`src/rtl/lsu_pkg.sv`:
```
`default_nettype none
// +-----------------------------------------------------------------+
// | lsu_pkg : funct3 codes, FSM states and request legality check   |
// | Rev 1.0                                                         |
// +-----------------------------------------------------------------+
package lsu_pkg;

    localparam logic [2:0] LB  = 3'd0;
    localparam logic [2:0] LH  = 3'd1;
    localparam logic [2:0] LW  = 3'd2;
    localparam logic [2:0] LBU = 3'd4;
    localparam logic [2:0] LHU = 3'd5;
    localparam logic [2:0] SB  = 3'd0;
    localparam logic [2:0] SH  = 3'd1;
    localparam logic [2:0] SW  = 3'd2;

    typedef enum logic [1:0] {
        S_IDLE  = 2'd0,
        S_ISSUE = 2'd1,
        S_WAIT  = 2'd2,
        S_ERR   = 2'd3
    } state_e;

    // Width code is funct3[1:0]: 1 = halfword, 2 = word, for loads and stores alike.
    function automatic logic req_illegal(input logic       we,
                                         input logic [2:0] funct3,
                                         input logic [1:0] addr_lo);
        logic bad_code;
        logic bad_align;
        bad_code  = we ? (funct3 > SW) : ((funct3 == 3'd3) || (funct3 > LHU));
        bad_align = ((funct3[1:0] == 2'd1) && addr_lo[0]) ||
                    ((funct3[1:0] == 2'd2) && (addr_lo != 2'd0));
        return bad_code || bad_align;
    endfunction

endpackage
`default_nettype wire

```
`src/rtl/lsu_align.sv`:
```
`default_nettype none
// +-----------------------------------------------------------------+
// | lsu_align : store lane/mask generation, load select and extend  |
// | Rev 1.0                                                         |
// +-----------------------------------------------------------------+
module lsu_align
    import lsu_pkg::*;
(
    input  logic        i_we,
    input  logic [2:0]  i_funct3,
    input  logic [1:0]  i_addr_lo,
    input  logic [31:0] i_wdata,
    input  logic [31:0] i_rdata,
    output logic [31:0] o_store_wdata,
    output logic [3:0]  o_store_wmask,
    output logic [31:0] o_load_data
);

    logic [7:0]  w_byte;
    logic [15:0] w_half;

    assign w_byte = i_rdata[{i_addr_lo, 3'b000} +: 8];
    assign w_half = i_rdata[{i_addr_lo[1], 4'b0000} +: 16];

    always_comb begin
        o_store_wmask = 4'b0000;
        o_store_wdata = i_wdata;
        case (i_funct3[1:0])
            2'd0: begin
                o_store_wmask = 4'b0001 << i_addr_lo;
                o_store_wdata = {4{i_wdata[7:0]}};
            end
            2'd1: begin
                o_store_wmask = 4'b0011 << i_addr_lo;
                o_store_wdata = {2{i_wdata[15:0]}};
            end
            default: o_store_wmask = 4'b1111;
        endcase
        // Loads never write memory lanes.
        if (!i_we) begin
            o_store_wmask = 4'b0000;
        end
    end

    always_comb begin
        o_load_data = i_rdata;
        case (i_funct3)
            LB:      o_load_data = {{24{w_byte[7]}}, w_byte};
            LH:      o_load_data = {{16{w_half[15]}}, w_half};
            LBU:     o_load_data = {24'd0, w_byte};
            LHU:     o_load_data = {16'd0, w_half};
            default: o_load_data = i_rdata;
        endcase
    end

endmodule
`default_nettype wire

```
`src/rtl/lsu_ctrl.sv`:
```
`default_nettype none
// +-----------------------------------------------------------------+
// | lsu_ctrl : single-outstanding load/store unit, FSM + registers  |
// | Rev 1.0                                                         |
// +-----------------------------------------------------------------+
module lsu_ctrl
    import lsu_pkg::*;
(
    input  logic        clock,
    input  logic        reset,
    input  logic        io_req_valid,
    output logic        io_req_ready,
    input  logic        io_req_we,
    input  logic [2:0]  io_req_funct3,
    input  logic [31:0] io_req_addr,
    input  logic [31:0] io_req_wdata,
    output logic        io_mem_req_valid,
    input  logic        io_mem_req_ready,
    output logic        io_mem_we,
    output logic [31:0] io_mem_addr,
    output logic [31:0] io_mem_wdata,
    output logic [3:0]  io_mem_wmask,
    input  logic        io_mem_resp_valid,
    input  logic [31:0] io_mem_resp_data,
    output logic [31:0] io_data_out,
    output logic        io_data_valid,
    output logic        io_misaligned,
    output logic        io_busy
);

    state_e      state_q, state_d;
    logic        we_q, we_d;
    logic [2:0]  funct3_q, funct3_d;
    logic [31:0] addr_q, addr_d;
    logic [31:0] wdata_q, wdata_d;
    logic [31:0] data_out_q, data_out_d;
    logic        data_valid_q, data_valid_d;

    logic        w_issue;
    logic [31:0] w_store_wdata;
    logic [3:0]  w_store_wmask;
    logic [31:0] w_load_data;

    lsu_align u_align (
        .i_we          (we_q),
        .i_funct3      (funct3_q),
        .i_addr_lo     (addr_q[1:0]),
        .i_wdata       (wdata_q),
        .i_rdata       (io_mem_resp_data),
        .o_store_wdata (w_store_wdata),
        .o_store_wmask (w_store_wmask),
        .o_load_data   (w_load_data)
    );

    always_ff @(posedge clock or negedge reset) begin
        if (!reset) begin
            state_q      <= S_IDLE;
            we_q         <= 1'b0;
            funct3_q     <= 3'd0;
            addr_q       <= 32'd0;
            wdata_q      <= 32'd0;
            data_out_q   <= 32'd0;
            data_valid_q <= 1'b0;
        end else begin
            state_q      <= state_d;
            we_q         <= we_d;
            funct3_q     <= funct3_d;
            addr_q       <= addr_d;
            wdata_q      <= wdata_d;
            data_out_q   <= data_out_d;
            data_valid_q <= data_valid_d;
        end
    end

    always_comb begin
        state_d      = state_q;
        we_d         = we_q;
        funct3_d     = funct3_q;
        addr_d       = addr_q;
        wdata_d      = wdata_q;
        data_out_d   = data_out_q;
        data_valid_d = 1'b0;
        case (state_q)
            S_IDLE: begin
                if (io_req_valid) begin
                    we_d     = io_req_we;
                    funct3_d = io_req_funct3;
                    addr_d   = io_req_addr;
                    wdata_d  = io_req_wdata;
                    state_d  = req_illegal(io_req_we, io_req_funct3, io_req_addr[1:0])
                               ? S_ERR : S_ISSUE;
                end
            end
            S_ISSUE: begin
                // Stores retire at the handshake; only loads wait for data.
                if (io_mem_req_ready) begin
                    state_d = we_q ? S_IDLE : S_WAIT;
                end
            end
            S_WAIT: begin
                if (io_mem_resp_valid) begin
                    data_out_d   = w_load_data;
                    data_valid_d = 1'b1;
                    state_d      = S_IDLE;
                end
            end
            S_ERR:   state_d = S_IDLE;
            default: state_d = S_IDLE;
        endcase
    end

    // Memory-side outputs are zero outside ISSUE so reset and idle look identical.
    assign w_issue          = (state_q == S_ISSUE);
    assign io_req_ready     = (state_q == S_IDLE);
    assign io_busy          = (state_q != S_IDLE);
    assign io_misaligned    = (state_q == S_ERR);
    assign io_mem_req_valid = w_issue;
    assign io_mem_we        = w_issue & we_q;
    assign io_mem_addr      = w_issue ? {addr_q[31:2], 2'b00} : 32'd0;
    assign io_mem_wdata     = w_issue ? w_store_wdata : 32'd0;
    assign io_mem_wmask     = w_issue ? w_store_wmask : 4'b0000;
    assign io_data_out      = data_out_q;
    assign io_data_valid    = data_valid_q;

endmodule
`default_nettype wire

```
`config.mk`:
```
export PLATFORM = sky130hd
export DESIGN_NAME = lsu_ctrl
export DESIGN_NICKNAME = d
export VERILOG_FILES = /design/src/rtl/lsu_pkg.sv /design/src/rtl/lsu_align.sv /design/src/rtl/lsu_ctrl.sv
export SDC_FILE = /design/constraint.sdc
export NUM_CORES = 1
export LEC_CHECK = 0
export BUFFER_PORTS_ARGS = -buffer_cell sky130_fd_sc_hd__buf_2
export CAP_MARGIN = 10
export CORE_UTILIZATION = 49
export CTS_CLUSTER_DIAMETER = 50
export DETAILED_ROUTE_END_ITERATION = 8
export HOLD_SLACK_MARGIN = 0.15
export PLACE_DENSITY = 0.8
export SYNTH_ARGS = -nofsm -noshare
export SYNTH_HDL_FRONTEND = slang
export SYNTH_SLANG_ARGS = --single-unit
```
`constraint.sdc`:
```
create_clock -name clock -period 2.2 [get_ports clock]
set_input_delay 0.44 -clock clock [delete_from_list [all_inputs] [get_ports clock]]
set_output_delay 0.44 -clock clock [all_outputs]
set_load 0.02 [all_outputs]
```
==> results of run 1 <==
[worst reg2reg max path, cell delays in order (launching register included)]
cell and delay [ns]:
sky130_fd_sc_hd__dfrtp_1 0.53, sky130_fd_sc_hd__buf_4 0.38, sky130_fd_sc_hd__nor2b_1 0.55, sky130_fd_sc_hd__a31oi_1 0.22
sky130_fd_sc_hd__a31oi_1 0.22
[repair_timing]
item	CTS	global route
endpoints found under the setup margin	46	52
hold buffers	1	0
gates resized for setup	5	2
setup buffers	1	6
endpoints found under the hold margin	29	0
[final timing paths]
check | start | endpoint | slack [ns] | cells after the start
worst max-delay path | funct3_q[0]$_DFFE_PN0P_ | io_mem_wdata[9] | 0.06 | 5
worst min-delay path | io_mem_req_ready | state_q[0]$_DFFE_PN0P_ | 0.25 | 2
worst max register to register | addr_q[1]$_DFFE_PN0P_ | io_data_out[14]$_DFFE_PN0P_ | 0.23 | 4
worst min register to register | addr_q[25]$_DFFE_PN0P_ | addr_q[25]$_DFFE_PN0P_ | 0.50 | 1
max in group asynchronous | reset | funct3_q[0]$_DFFE_PN0P_ | 1.09 | 3
min in group asynchronous | reset | io_data_out[21]$_DFFE_PN0P_ | 0.56 | 2
[power by group]
| part | internal, W | switching (W) |
|---|---|---|
| Combinational | 0.00250 | 0.00328 |
| Sequential | 0.00287 | 0.000711 |
| Clock | 0.000640 | 0.000645 |
| Total | 0.00601 | 0.00463 |
[cell usage in the layout (no fill, tap or decap), types with 9 or more instances in the layout]
| cell type | Yosys | final |
|---|---|---|
| sky130_fd_sc_hd__dfrtp_1 | 103 | 100 |
| sky130_fd_sc_hd__mux2_2 | 84 | 84 |
| sky130_fd_sc_hd__mux2i_1 | 10 | 10 |
| sky130_fd_sc_hd__o22ai_1 | 16 | 16 |
| sky130_fd_sc_hd__o21ai_0 | 9 | 9 |
| sky130_fd_sc_hd__a21oi_1 | 50 | 50 |
| sky130_fd_sc_hd__and2_1 | 40 | 39 |
| sky130_fd_sc_hd__nor2_1 | 46 | 46 |
| sky130_fd_sc_hd__and3b_1 | 14 | 14 |
| sky130_fd_sc_hd__nand2_1 | 34 | 34 |
| sky130_fd_sc_hd__buf_2 | 15 | 207 |
| sky130_fd_sc_hd__clkbuf_8 | 0 | 9 |
| sky130_fd_sc_hd__buf_4 | 5 | 23 |
| sky130_fd_sc_hd__a31oi_1 | 14 | 14 |
[sequential cells by signal, indices dropped and copies added, names as in the netlist]
register and count:
wdata_q 32, io_data_valid 1, state_q 2, io_data_out 32, addr_q 32, funct3_q 3
we_q 1
[metal layers]
metal  wire, um  track usage, %
met1       6200            34.4
met2       7440            44.8
met3       1060            4.80
met4        265            9.88
met5          0               0
[kinds of logic (layout without fill, tap and decap cells)]
logic type / count (synthesis) / count (layout) / synth area share, %
buffers and inverters: 54 / 261 / 4.87
multiplexers: 96 / 96 / 20.0
AO/OA/AOI/OAI: 108 / 108 / 12.0
other: 1 / 2 / 0.0695
AND/OR/NAND/NOR: 156 / 156 / 15.2
flip-flops: 103 / 103 / 47.8
[cell type report]
type	instances	area [sq um]
Timing Repair Buffer	235	1300
Clock inverter	6	86.3
Multi-Input combinational cell	362	2570
Sequential cell	103	2580
Clock buffer	10	128
Inverter	10	45.0
Tap cell	136	170
Fill cell	855	3630
[metrics by stage]
stage / hold slack (ns) / std cells
after floorplan: 0.144 / 519
after global placement: 0.410 / 838
after detailed placement: 0.417 / 838
after global routing: 0.241 / 862
final: 0.250 / 862
after CTS: 0.242 / 856
==> impl_metrics.xml, run 1 <==
<?xml version="1.0" encoding="UTF-8"?>
<metrics>
  <group name="routing">
    <metric name="drtIter0Drc" unit="">285</metric>
    <metric name="drtAntennaViolNets" unit="">0</metric>
    <metric name="avgViaCountPerCell" unit="">5.58</metric>
    <metric name="vias" unit="">4809</metric>
    <metric name="routed_wire_length_per_instance" unit="um">17.4</metric>
    <metric name="drcViolationCount" unit="">0</metric>
    <metric name="drt_wl_total" unit="um">15000</metric>
    <metric name="pre_repair_dr_iteration_count" unit="">4</metric>
  </group>
  <group name="place">
    <metric name="placedInstanceArea" unit="sq um">6580</metric>
    <metric name="routabilityCongestion" unit="">0.933</metric>
    <metric name="portBuffers" unit="">208</metric>
    <metric name="dp_hpwl" unit="um">11000</metric>
    <metric name="post-place-ws" unit="ns">0.250</metric>
  </group>
  <group name="pwr">
    <metric name="power" unit="W">0.0106</metric>
    <metric name="maximum_vdd_drop" unit="mV">0.823</metric>
    <metric name="power.leakage" unit="nW">3.40</metric>
    <metric name="cellPowerDensity" unit="nW/um^2">1550</metric>
  </group>
  <group name="synth">
    <metric name="synth_top_flop_cell" unit="">sky130_fd_sc_hd__dfrtp_1</metric>
    <metric name="synth-seq-area-share" unit="%">47.8</metric>
    <metric name="synth.lib_cells_used.distinct" unit="">41</metric>
    <metric name="avgSynthCellArea" unit="sq um">10.4</metric>
    <metric name="synth_top_cell_area_share" unit="%">47.8</metric>
    <metric name="post_synth_most_frequent_cells" unit="">sky130_fd_sc_hd__dfrtp_1 (103), sky130_fd_sc_hd__mux2_2 (84), sky130_fd_sc_hd__a21oi_1 (50), sky130_fd_sc_hd__nor2_1 (46), sky130_fd_sc_hd__and2_1 (40)</metric>
    <metric name="synth_async_sr_flop_share" unit="%">100</metric>
    <metric name="yosys.cell_count.top_type" unit="">sky130_fd_sc_hd__dfrtp_1</metric>
    <metric name="synth_area_leader_cell" unit="">sky130_fd_sc_hd__dfrtp_1</metric>
    <metric name="synth.cell_area" unit="sq um">5390</metric>
    <metric name="netlist_top_cells_area" unit="">sky130_fd_sc_hd__dfrtp_1 (48%), sky130_fd_sc_hd__mux2_2 (18%), sky130_fd_sc_hd__a21oi_1 (4.6%)</metric>
    <metric name="syn-instance-count" unit="">518</metric>
    <metric name="ys_warn_count" unit="">0</metric>
    <metric name="synth_edf_count" unit="">0</metric>
    <metric name="number_of_register_bits_inferred_by_synthesis" unit="">103</metric>
  </group>
  <group name="worst_hold_path">
    <metric name="holdCritPathClass" unit="">in -&gt; reg</metric>
  </group>
  <group name="sta">
    <metric name="period_needed" unit="ns">2.14</metric>
    <metric name="period_share" unit="%">97.1</metric>
    <metric name="maxClockFrequency" unit="MHz">468</metric>
    <metric name="worst_slew_margin_rel" unit="%">61.1</metric>
    <metric name="endpoints_failing_hold" unit="">0</metric>
    <metric name="worstMarginPinSlew" unit="ns">0.582</metric>
    <metric name="setup_viol" unit="">0</metric>
    <metric name="skew" unit="ns">0.0122</metric>
    <metric name="final.setup.worst_slack" unit="ns">0.0643</metric>
    <metric name="maxSlewViolCount" unit="">0</metric>
    <metric name="tns" unit="ns">0</metric>
  </group>
  <group name="cells_and_area">
    <metric name="insertedDiodeCount" unit="">0</metric>
    <metric name="num-nets-final" unit="">826</metric>
    <metric name="flow.area_growth_from_synthesis" unit="%">27.6</metric>
    <metric name="drive_gt1_share" unit="%">47.4</metric>
    <metric name="finish.utilization" unit="%">65.5</metric>
    <metric name="finalInstanceArea" unit="sq um">6880</metric>
  </group>
  <group name="setup_path">
    <metric name="worst-endpoint-arrival" unit="ns">1.70</metric>
    <metric name="cell_at_the_slowest_stage_of_the_critical_path" unit="">sky130_fd_sc_hd__dfrtp_2</metric>
    <metric name="max_stage_delay" unit="ns">0.47</metric>
    <metric name="path_cells" unit="">buf_4 &gt; or2_2 &gt; nand2_1 &gt; a21oi_1 &gt; buf_2</metric>
    <metric name="timing.critical_path.required" unit="ns">1.76</metric>
    <metric name="worst-setup-path-type" unit="">reg -&gt; out</metric>
    <metric name="critPathMaxFanout" unit="">8</metric>
    <metric name="critical_path.startpoint_type" unit="">register</metric>
    <metric name="kind_of_cell_with_the_highest_combined_delay_on_the_critical_path" unit="">flip-flops</metric>
    <metric name="cp.buffers_inverters" unit="">2</metric>
    <metric name="setup.worst_path.end_class" unit="">primary output</metric>
  </group>
  <group name="grt">
    <metric name="pin_count_of_the_biggest_net_entering_global_routing" unit="">58</metric>
    <metric name="antenna_found_initial" unit="">0</metric>
    <metric name="grt_pass1_wl" unit="um">23600</metric>
    <metric name="grt_util_all_layers" unit="%">26.7</metric>
    <metric name="vias_in_the_first_global_route" unit="">4745</metric>
    <metric name="globalRouteOverflowTotal" unit="">0</metric>
  </group>
  <group name="floorplanning">
    <metric name="floorplan.initialDensity" unit="%">51.3</metric>
    <metric name="die_w" unit="um">107</metric>
    <metric name="dieHeight" unit="um">107</metric>
    <metric name="rows" unit="">37</metric>
    <metric name="die_area" unit="sq um">11400</metric>
    <metric name="pin_count" unit="">211</metric>
    <metric name="fp.coreArea" unit="sq um">10500</metric>
  </group>
  <group name="clock_tree">
    <metric name="cts_htree_levels" unit="">3</metric>
    <metric name="numClockSinks" unit="">103</metric>
    <metric name="cts.path.max_buffers" unit="">2</metric>
    <metric name="clk_latency" unit="ns">0.37</metric>
    <metric name="tritoncts" unit="">done</metric>
    <metric name="cts.clk_slew.worst_paths" unit="ns">0.10</metric>
    <metric name="cts_made_buffers" unit="">9</metric>
    <metric name="clk_root_buffer_cell" unit="">sky130_fd_sc_hd__clkbuf_8</metric>
  </group>
  <group name="run">
    <metric name="cap_viol_max_count" unit="">0</metric>
  </group>
  <group name="outcome">
    <metric name="run_status" unit="">complete, no violations</metric>
  </group>
</metrics>
Power figures use the tool's default switching activity.
==> run 2: changes to the inputs <==
--- a/config.mk
+++ b/config.mk
@@ -7,11 +7,11 @@
 export LEC_CHECK = 0
 export BUFFER_PORTS_ARGS = -buffer_cell sky130_fd_sc_hd__buf_2
 export CAP_MARGIN = 10
-export CORE_UTILIZATION = 49
+export CORE_UTILIZATION = 45
 export CTS_CLUSTER_DIAMETER = 50
 export DETAILED_ROUTE_END_ITERATION = 8
 export HOLD_SLACK_MARGIN = 0.15
-export PLACE_DENSITY = 0.8
+export PLACE_DENSITY = 0.81
 export SYNTH_ARGS = -nofsm -noshare
 export SYNTH_HDL_FRONTEND = slang
 export SYNTH_SLANG_ARGS = --single-unit
==> constraint.sdc (replaced) <==
create_clock -name clock -period 1.85 [get_ports clock]
set_input_delay 0.37 -clock clock [delete_from_list [all_inputs] [get_ports clock]]
set_output_delay 0.37 -clock clock [all_outputs]
set_load 0.02 [all_outputs]
==> run 2 against run 1 <==
Net effect:
- the flow now finishes with violations (design-rule violations, negative setup slack)
- clock power rose by 41%
- critical path depth rose by 1
- first-iteration DRC count rose by 54%
- clock skew fell by 0.0035 ns
- setup slack got worse by 0.20 ns
- via count rose by 4.7%
- non-clock buffer count rose by 15
- sequential cell count did not move
==> impl_metrics.xml, run 2 (same netlist as run 1, synthesis figures left out) <==
<?xml version="1.0" encoding="UTF-8"?>
<metrics>
  <group name="setup_path">
    <metric name="regToRegStartpoint" unit="">state_q[1]$_DFFE_PN0P_</metric>
    <metric name="rr_endpoint" unit="">wdata_q[17]$_DFFE_PN0P_</metric>
    <metric name="timing.critical_path.required" unit="ns">1.48</metric>
    <metric name="worst-setup-path-type" unit="">reg -&gt; out</metric>
    <metric name="r2r.worst_path.cells" unit="">6</metric>
    <metric name="setup.worst_path.end_class" unit="">primary output</metric>
    <metric name="worst-endpoint-arrival" unit="ns">1.61</metric>
    <metric name="timing.reg2reg.setup_slack" unit="ns">0.07</metric>
    <metric name="critPathMaxFanout" unit="">6</metric>
    <metric name="critical_path.startpoint_type" unit="">register</metric>
  </group>
  <group name="cells_and_area">
    <metric name="num-nets-final" unit="">843</metric>
    <metric name="drive_gt1_share" unit="%">56.4</metric>
    <metric name="area.sequential" unit="sq um">2580</metric>
    <metric name="leading_cell_type_in_the_layout_fill_and_taps_excluded" unit="">sky130_fd_sc_hd__buf_2</metric>
    <metric name="finalInstanceArea" unit="sq um">7770</metric>
    <metric name="multi_input_comb_area" unit="sq um">2800</metric>
    <metric name="flow.area_growth_from_synthesis" unit="%">44.2</metric>
    <metric name="final_cell_mix" unit="">sky130_fd_sc_hd__buf_2 (156), sky130_fd_sc_hd__dfrtp_1 (100), sky130_fd_sc_hd__mux2_2 (81)</metric>
    <metric name="count_of_fill_cells_added_during_filler_insertion" unit="">862</metric>
  </group>
  <group name="sta">
    <metric name="endpoints_failing_hold" unit="">0</metric>
    <metric name="rsz_0062_raised_after_global_routing" unit="">true</metric>
    <metric name="period_share" unit="%">107</metric>
    <metric name="setup_viol" unit="">40</metric>
    <metric name="skew" unit="ns">0.00866</metric>
    <metric name="final.setup.worst_slack" unit="ns">-0.131</metric>
    <metric name="maxClockFrequency" unit="MHz">505</metric>
    <metric name="maxSlewViolCount" unit="">0</metric>
    <metric name="period_needed" unit="ns">1.98</metric>
  </group>
  <group name="routing">
    <metric name="vias" unit="">5035</metric>
    <metric name="drtAntennaViolNets" unit="">0</metric>
    <metric name="drcViolationCount" unit="">15</metric>
    <metric name="routed_wire_length_per_instance" unit="um">19.8</metric>
    <metric name="drtIter0Drc" unit="">438</metric>
    <metric name="pre_repair_dr_iteration_count" unit="">6</metric>
    <metric name="avgViaCountPerCell" unit="">5.68</metric>
    <metric name="drt_wl_total" unit="um">17500</metric>
  </group>
  <group name="worst_hold_path">
    <metric name="hold-path-cell-count" unit="">2</metric>
    <metric name="min-delay-start" unit="">io_mem_req_ready</metric>
    <metric name="holdCritPathClass" unit="">in -&gt; reg</metric>
    <metric name="holdPathEnd" unit="">state_q[0]$_DFFE_PN0P_</metric>
  </group>
  <group name="grt">
    <metric name="grt_pass1_wl" unit="um">26300</metric>
    <metric name="antenna_found_initial" unit="">1</metric>
    <metric name="grt_util_all_layers" unit="%">27.5</metric>
    <metric name="vias_in_the_first_global_route" unit="">5095</metric>
    <metric name="globalRouteOverflowTotal" unit="">0</metric>
    <metric name="pin_count_of_the_biggest_net_entering_global_routing" unit="">44</metric>
  </group>
  <group name="clock_tree">
    <metric name="cts_made_buffers" unit="">9</metric>
    <metric name="cts.path.max_buffers" unit="">2</metric>
    <metric name="cts_htree_levels" unit="">3</metric>
    <metric name="clk_root_buffer_cell" unit="">sky130_fd_sc_hd__clkbuf_16</metric>
    <metric name="cts.clk_slew.worst_paths" unit="ns">0.07</metric>
    <metric name="numClockSinks" unit="">103</metric>
    <metric name="clk_latency" unit="ns">0.35</metric>
    <metric name="tritoncts" unit="">done</metric>
  </group>
  <group name="place">
    <metric name="dp_hpwl" unit="um">11100</metric>
    <metric name="portBuffers" unit="">208</metric>
    <metric name="routabilityCongestion" unit="">0.879</metric>
    <metric name="placedInstanceArea" unit="sq um">6670</metric>
  </group>
  <group name="floorplanning">
    <metric name="rows" unit="">39</metric>
    <metric name="dieHeight" unit="um">111</metric>
    <metric name="fp.coreArea" unit="sq um">11600</metric>
    <metric name="floorplan.initialDensity" unit="%">46.6</metric>
    <metric name="die_w" unit="um">111</metric>
    <metric name="pin_count" unit="">211</metric>
    <metric name="die_area" unit="sq um">12400</metric>
  </group>
  <group name="pwr">
    <metric name="power.leakage" unit="nW">3.72</metric>
    <metric name="power" unit="W">0.0151</metric>
    <metric name="cellPowerDensity" unit="nW/um^2">1940</metric>
    <metric name="maximum_vdd_drop" unit="mV">1.27</metric>
  </group>
  <group name="outcome">
    <metric name="run_status" unit="">complete, but fails checks</metric>
    <metric name="violations" unit="">design-rule violations, negative setup slack</metric>
  </group>
  <group name="run">
    <metric name="cap_viol_max_count" unit="">0</metric>
  </group>
</metrics>
-- run 2: cell types whose count changed in the layout (fill, tap and decap cells not counted), sizes merged --
| cell | previous run | this run |
|---|---|---|
| clkinvlp | 3 | 2 |
| clkbuf | 10 | 15 |
| bufbuf | 0 | 2 |
| bufinv | 2 | 0 |
| mux4 | 1 | 2 |
| inv | 8 | 12 |
| clkinv | 3 | 2 |
| diode | 0 | 1 |
| buf | 234 | 243 |
-- run 2: worst max-delay path by stage --
stage	slack, ns	cells past startpoint	startpoint	to
after floorplan	-0.02	6	state_q[1]$_DFFE_PN0P_	io_mem_wmask[1]
after global placement	0.16	4	io_mem_resp_data[15]	io_data_out[15]$_DFFE_PN0P_
after detailed placement	0.08	3	addr_q[0]$_DFFE_PN0P_	io_data_out[15]$_DFFE_PN0P_
after CTS	-0.12	5	funct3_q[0]$_DFFE_PN0P_	io_mem_wmask[2]
after global routing	-0.16	6	funct3_q[0]$_DFFE_PN0P_	io_mem_wdata[8]
final	-0.13	6	funct3_q[0]$_DFFE_PN0P_	io_mem_wdata[11]
-- run 2: repair_timing --
item / 4_1_cts / 5_1_grt
endpoints found under the setup margin: 68 / 81
resized for setup: 89 / 73
hold endpoints to repair: 30 / 0
setup buffers: 9 / 4
cloned: 4 / 6
hold buffers: 1 / 0
pin swaps: 14 / 16
-- run 2: stage by stage --
| step | TNS (ns) | hold slack, ns | cells | utilization (%) | worst slack (ns) |
|---|---|---|---|---|---|
| 6_report | -3.15 | 0.200 | 887 | 67.2 | -0.131 |
| 5_1_grt | -5.18 | 0.204 | 887 | 67.2 | -0.163 |
| 4_1_cts | -1.77 | 0.194 | 876 | 64.0 | -0.117 |
| 3_5_place_dp | 0 | 0.350 | 846 | 57.7 | 0.0799 |
| 3_3_place_gp | 0 | 0.344 | 846 | 57.7 | 0.158 |
| 2_1_floorplan | -0.0630 | 0.0744 | 519 | - | -0.0186 |
-- run 2: layout make-up --
| type | count | share of cell area (%) |
|---|---|---|
| diodes | 1 | 0.0322 |
| inverters | 10 | 0.628 |
| flip-flops and latches | 103 | 33.2 |
| clock inverters | 5 | 0.515 |
| well taps | 143 | 2.30 |
| repair buffers | 250 | 24.3 |
| clock buffers | 11 | 2.99 |
| multi-input cells | 363 | 36.0 |
| repair inverters | 1 | 0.0644 |
-- run 2: power breakdown --
| part | internal [W] | total, W | leakage, nW | switching (W) |
|---|---|---|---|---|
| logic | 0.00437 | 0.00901 | 2.38 | 0.00464 |
| registers | 0.00342 | 0.00428 | 1.20 | 0.000868 |
| clock network | 0.000930 | 0.00181 | 0.135 | 0.000885 |
| total | 0.00872 | 0.0151 | 3.72 | 0.00639 |
-- run 2: routing by layer --
metal | wire, um | part of all wire [%] | track usage (%)
met1 | 6850 | 39 | 33.0
met3 | 1400 | 8.0 | 7.08
met5 | 0 | 0 | 0
met2 | 8620 | 49 | 46.0
met4 | 657 | 3.7 | 13.8
-- run 2: worst max-delay path, cell delays in order, from the launching register on --
cell	delay [ns]
sky130_fd_sc_hd__dfrtp_2	0.45
sky130_fd_sc_hd__clkbuf_16	0.18
sky130_fd_sc_hd__nor2_4	0.11
sky130_fd_sc_hd__buf_6	0.14
sky130_fd_sc_hd__nand2_1	0.05
sky130_fd_sc_hd__a21oi_1	0.16
sky130_fd_sc_hd__buf_4	0.17
==> run 3: changes to the inputs <==
--- a/config.mk
+++ b/config.mk
@@ -7,6 +7,7 @@
 export LEC_CHECK = 0
 export BUFFER_PORTS_ARGS = -buffer_cell sky130_fd_sc_hd__buf_2
 export CAP_MARGIN = 10
+export CORE_ASPECT_RATIO = 1.2
 export CORE_UTILIZATION = 45
 export CTS_CLUSTER_DIAMETER = 50
 export DETAILED_ROUTE_END_ITERATION = 8
==> run 3 against run 2 <==
Net effect:
- the run ends with negative setup slack left
- combinational power up 2.8%
- maximum frequency grew 0.11%
- non-clock buffer count rose by 14
- critical path type unchanged
- critical endpoint is now io_mem_wdata[15]
==> impl_metrics.xml, run 3 (same netlist as run 1, synthesis figures left out) <==
<?xml version="1.0" encoding="UTF-8"?>
<metrics>
  <group name="pwr">
    <metric name="p_switching" unit="W">0.00657</metric>
    <metric name="seqPwrFrac" unit="%">27.3</metric>
    <metric name="maximum_vdd_drop" unit="mV">1.21</metric>
    <metric name="cellPowerDensity" unit="nW/um^2">1970</metric>
    <metric name="comb_power_share" unit="%">59.4</metric>
    <metric name="power" unit="W">0.0156</metric>
    <metric name="cellInternalPower" unit="W">0.00902</metric>
    <metric name="p_clk_share" unit="%">13.3</metric>
    <metric name="power.leakage" unit="nW">3.78</metric>
    <metric name="switching_share_of_total_power" unit="%">42.1</metric>
  </group>
  <group name="setup_path">
    <metric name="worst-setup-path-type" unit="">reg -&gt; out</metric>
    <metric name="setup.worst_path.end_class" unit="">primary output</metric>
    <metric name="timing.critical_path.required" unit="ns">1.48</metric>
    <metric name="critical_path.startpoint_type" unit="">register</metric>
    <metric name="critPathMaxFanout" unit="">6</metric>
    <metric name="worst-endpoint-arrival" unit="ns">1.61</metric>
  </group>
  <group name="floorplanning">
    <metric name="rows" unit="">43</metric>
    <metric name="pin_count" unit="">211</metric>
    <metric name="die_area" unit="sq um">12400</metric>
    <metric name="floorplan.initialDensity" unit="%">46.4</metric>
    <metric name="dieHeight" unit="um">122</metric>
    <metric name="fp.coreArea" unit="sq um">11600</metric>
    <metric name="die_w" unit="um">102</metric>
  </group>
  <group name="routing">
    <metric name="vias" unit="">5200</metric>
    <metric name="drtIter0Drc" unit="">267</metric>
    <metric name="drt_wl_total" unit="um">18000</metric>
    <metric name="drtAntennaViolNets" unit="">0</metric>
    <metric name="avgViaCountPerCell" unit="">5.70</metric>
    <metric name="drcViolationCount" unit="">0</metric>
    <metric name="pre_repair_dr_iteration_count" unit="">5</metric>
    <metric name="routed_wire_length_per_instance" unit="um">19.8</metric>
  </group>
  <group name="cells_and_area">
    <metric name="insertedDiodeCount" unit="">0</metric>
    <metric name="num-nets-final" unit="">856</metric>
    <metric name="flow.area_growth_from_synthesis" unit="%">47.0</metric>
    <metric name="final_cell_mix" unit="">sky130_fd_sc_hd__buf_2 (150), sky130_fd_sc_hd__dfrtp_1 (99), sky130_fd_sc_hd__mux2_2 (77)</metric>
    <metric name="drive_gt1_share" unit="%">56.3</metric>
    <metric name="finish.utilization" unit="%">68.2</metric>
    <metric name="leading_cell_type_in_the_layout_fill_and_taps_excluded" unit="">sky130_fd_sc_hd__buf_2</metric>
  </group>
  <group name="sta">
    <metric name="final.setup.worst_slack" unit="ns">-0.129</metric>
    <metric name="maxSlewViolCount" unit="">0</metric>
    <metric name="worst_slew_margin_rel" unit="%">66.0</metric>
    <metric name="endpoints_failing_hold" unit="">0</metric>
    <metric name="worstMarginPinSlew" unit="ns">0.510</metric>
    <metric name="setup_viol" unit="">19</metric>
    <metric name="period_share" unit="%">107</metric>
    <metric name="rsz_0062_raised_after_global_routing" unit="">true</metric>
    <metric name="tns" unit="ns">-1.38</metric>
    <metric name="maxClockFrequency" unit="MHz">505</metric>
    <metric name="skew" unit="ns">0.00391</metric>
    <metric name="period_needed" unit="ns">1.98</metric>
  </group>
  <group name="worst_hold_path">
    <metric name="holdCritPathClass" unit="">in -&gt; reg</metric>
  </group>
  <group name="clock_tree">
    <metric name="cts.clk_slew.worst_paths" unit="ns">0.07</metric>
    <metric name="cts_made_buffers" unit="">9</metric>
    <metric name="clk_latency" unit="ns">0.34</metric>
    <metric name="cts_htree_levels" unit="">3</metric>
    <metric name="tritoncts" unit="">done</metric>
    <metric name="clk_root_buffer_cell" unit="">sky130_fd_sc_hd__clkbuf_16</metric>
    <metric name="numClockSinks" unit="">103</metric>
    <metric name="cts.path.max_buffers" unit="">2</metric>
  </group>
  <group name="run">
    <metric name="cap_viol_max_count" unit="">0</metric>
  </group>
  <group name="grt">
    <metric name="globalRouteOverflowTotal" unit="">0</metric>
    <metric name="grt_pass1_wl" unit="um">25000</metric>
    <metric name="vias_in_the_first_global_route" unit="">5116</metric>
    <metric name="antenna_found_initial" unit="">1</metric>
    <metric name="pin_count_of_the_biggest_net_entering_global_routing" unit="">43</metric>
    <metric name="grt_util_all_layers" unit="%">26.4</metric>
  </group>
  <group name="place">
    <metric name="dp_hpwl" unit="um">11700</metric>
    <metric name="routabilityCongestion" unit="">0.884</metric>
    <metric name="portBuffers" unit="">208</metric>
    <metric name="post-place-ws" unit="ns">0.0717</metric>
  </group>
  <group name="outcome">
    <metric name="run_status" unit="">complete, but fails checks</metric>
    <metric name="violations" unit="">negative setup slack</metric>
  </group>
</metrics>
run 3: final cells by class:
cell class                      count  area (sq um)
Sequential cell                   103          2580
Clock buffer                        9           225
Timing Repair Buffer              264          1920
Fill cell                         869          3690
Inverter                           10          48.8
Multi-Input combinational cell    363          2850
Tap cell                          157           196
Clock inverter                      7           104
run 3: per-layer routing:
metal,track usage [%],vias to the layer above,share of wire (%)
li1,-,2283,-
met1,30.1,2566,37
met2,46.5,293,51
met3,6.48,56,7.9
met4,11.9,2,4.3
met5,0,-,0.072
run 3: worst paths after layout:
| kind | startpoint | end | slack, ns | depth (start not counted) |
|---|---|---|---|---|
| setup / recovery | funct3_q[0]$_DFFE_PN0P_ | io_mem_wdata[15] | -0.13 | 6 |
| hold / removal | io_mem_req_ready | state_q[0]$_DFFE_PN0P_ | 0.22 | 2 |
| setup reg to reg | funct3_q[0]$_DFFE_PN0P_ | io_data_out[20]$_DFFE_PN0P_ | 0.01 | 5 |
| hold reg to reg | addr_q[18]$_DFFE_PN0P_ | addr_q[18]$_DFFE_PN0P_ | 0.50 | 1 |
| max in group asynchronous | reset | funct3_q[1]$_DFFE_PN0P_ | 0.75 | 3 |
| min in group asynchronous | reset | io_data_out[17]$_DFFE_PN0P_ | 0.51 | 2 |
run 3: worst max-delay path, stage by stage (launching register included):
cell and delay, ns:
sky130_fd_sc_hd__dfrtp_2 0.47, sky130_fd_sc_hd__buf_6 0.15, sky130_fd_sc_hd__nor2_4 0.11, sky130_fd_sc_hd__buf_12 0.13, sky130_fd_sc_hd__nand2_1 0.09, sky130_fd_sc_hd__a21oi_2 0.16
sky130_fd_sc_hd__buf_4 0.16
run 3: timing repair:
item	CTS	global route
endpoints found under the hold margin	28	0
pin swaps	2	29
gates resized for setup	49	119
buffers inserted	13	10
hold buffers	1	0
cloned	1	5
endpoints found under the setup margin	68	90
run 3: power groups by stage:
stage,Sequential (W),Clock (W),Combinational (W)
after floorplan,0.00440,0,0.00454
after global placement,0.00417,0,0.00684
after detailed placement,0.00426,0,0.00704
after CTS,0.00419,0.00211,0.00779
after global routing,0.00438,0.00220,0.00982
final,0.00426,0.00208,0.00926
run 3: per-stage QoR:
stage | area, sq um | cells | hold WS (ns)
floorplan | 5420 | 519 | 0.0744
global placement | 6720 | 867 | 0.340
detailed placement | 6720 | 867 | 0.333
CTS | 7340 | 898 | 0.209
global route | 7930 | 913 | 0.231
finish | 7930 | 913 | 0.218
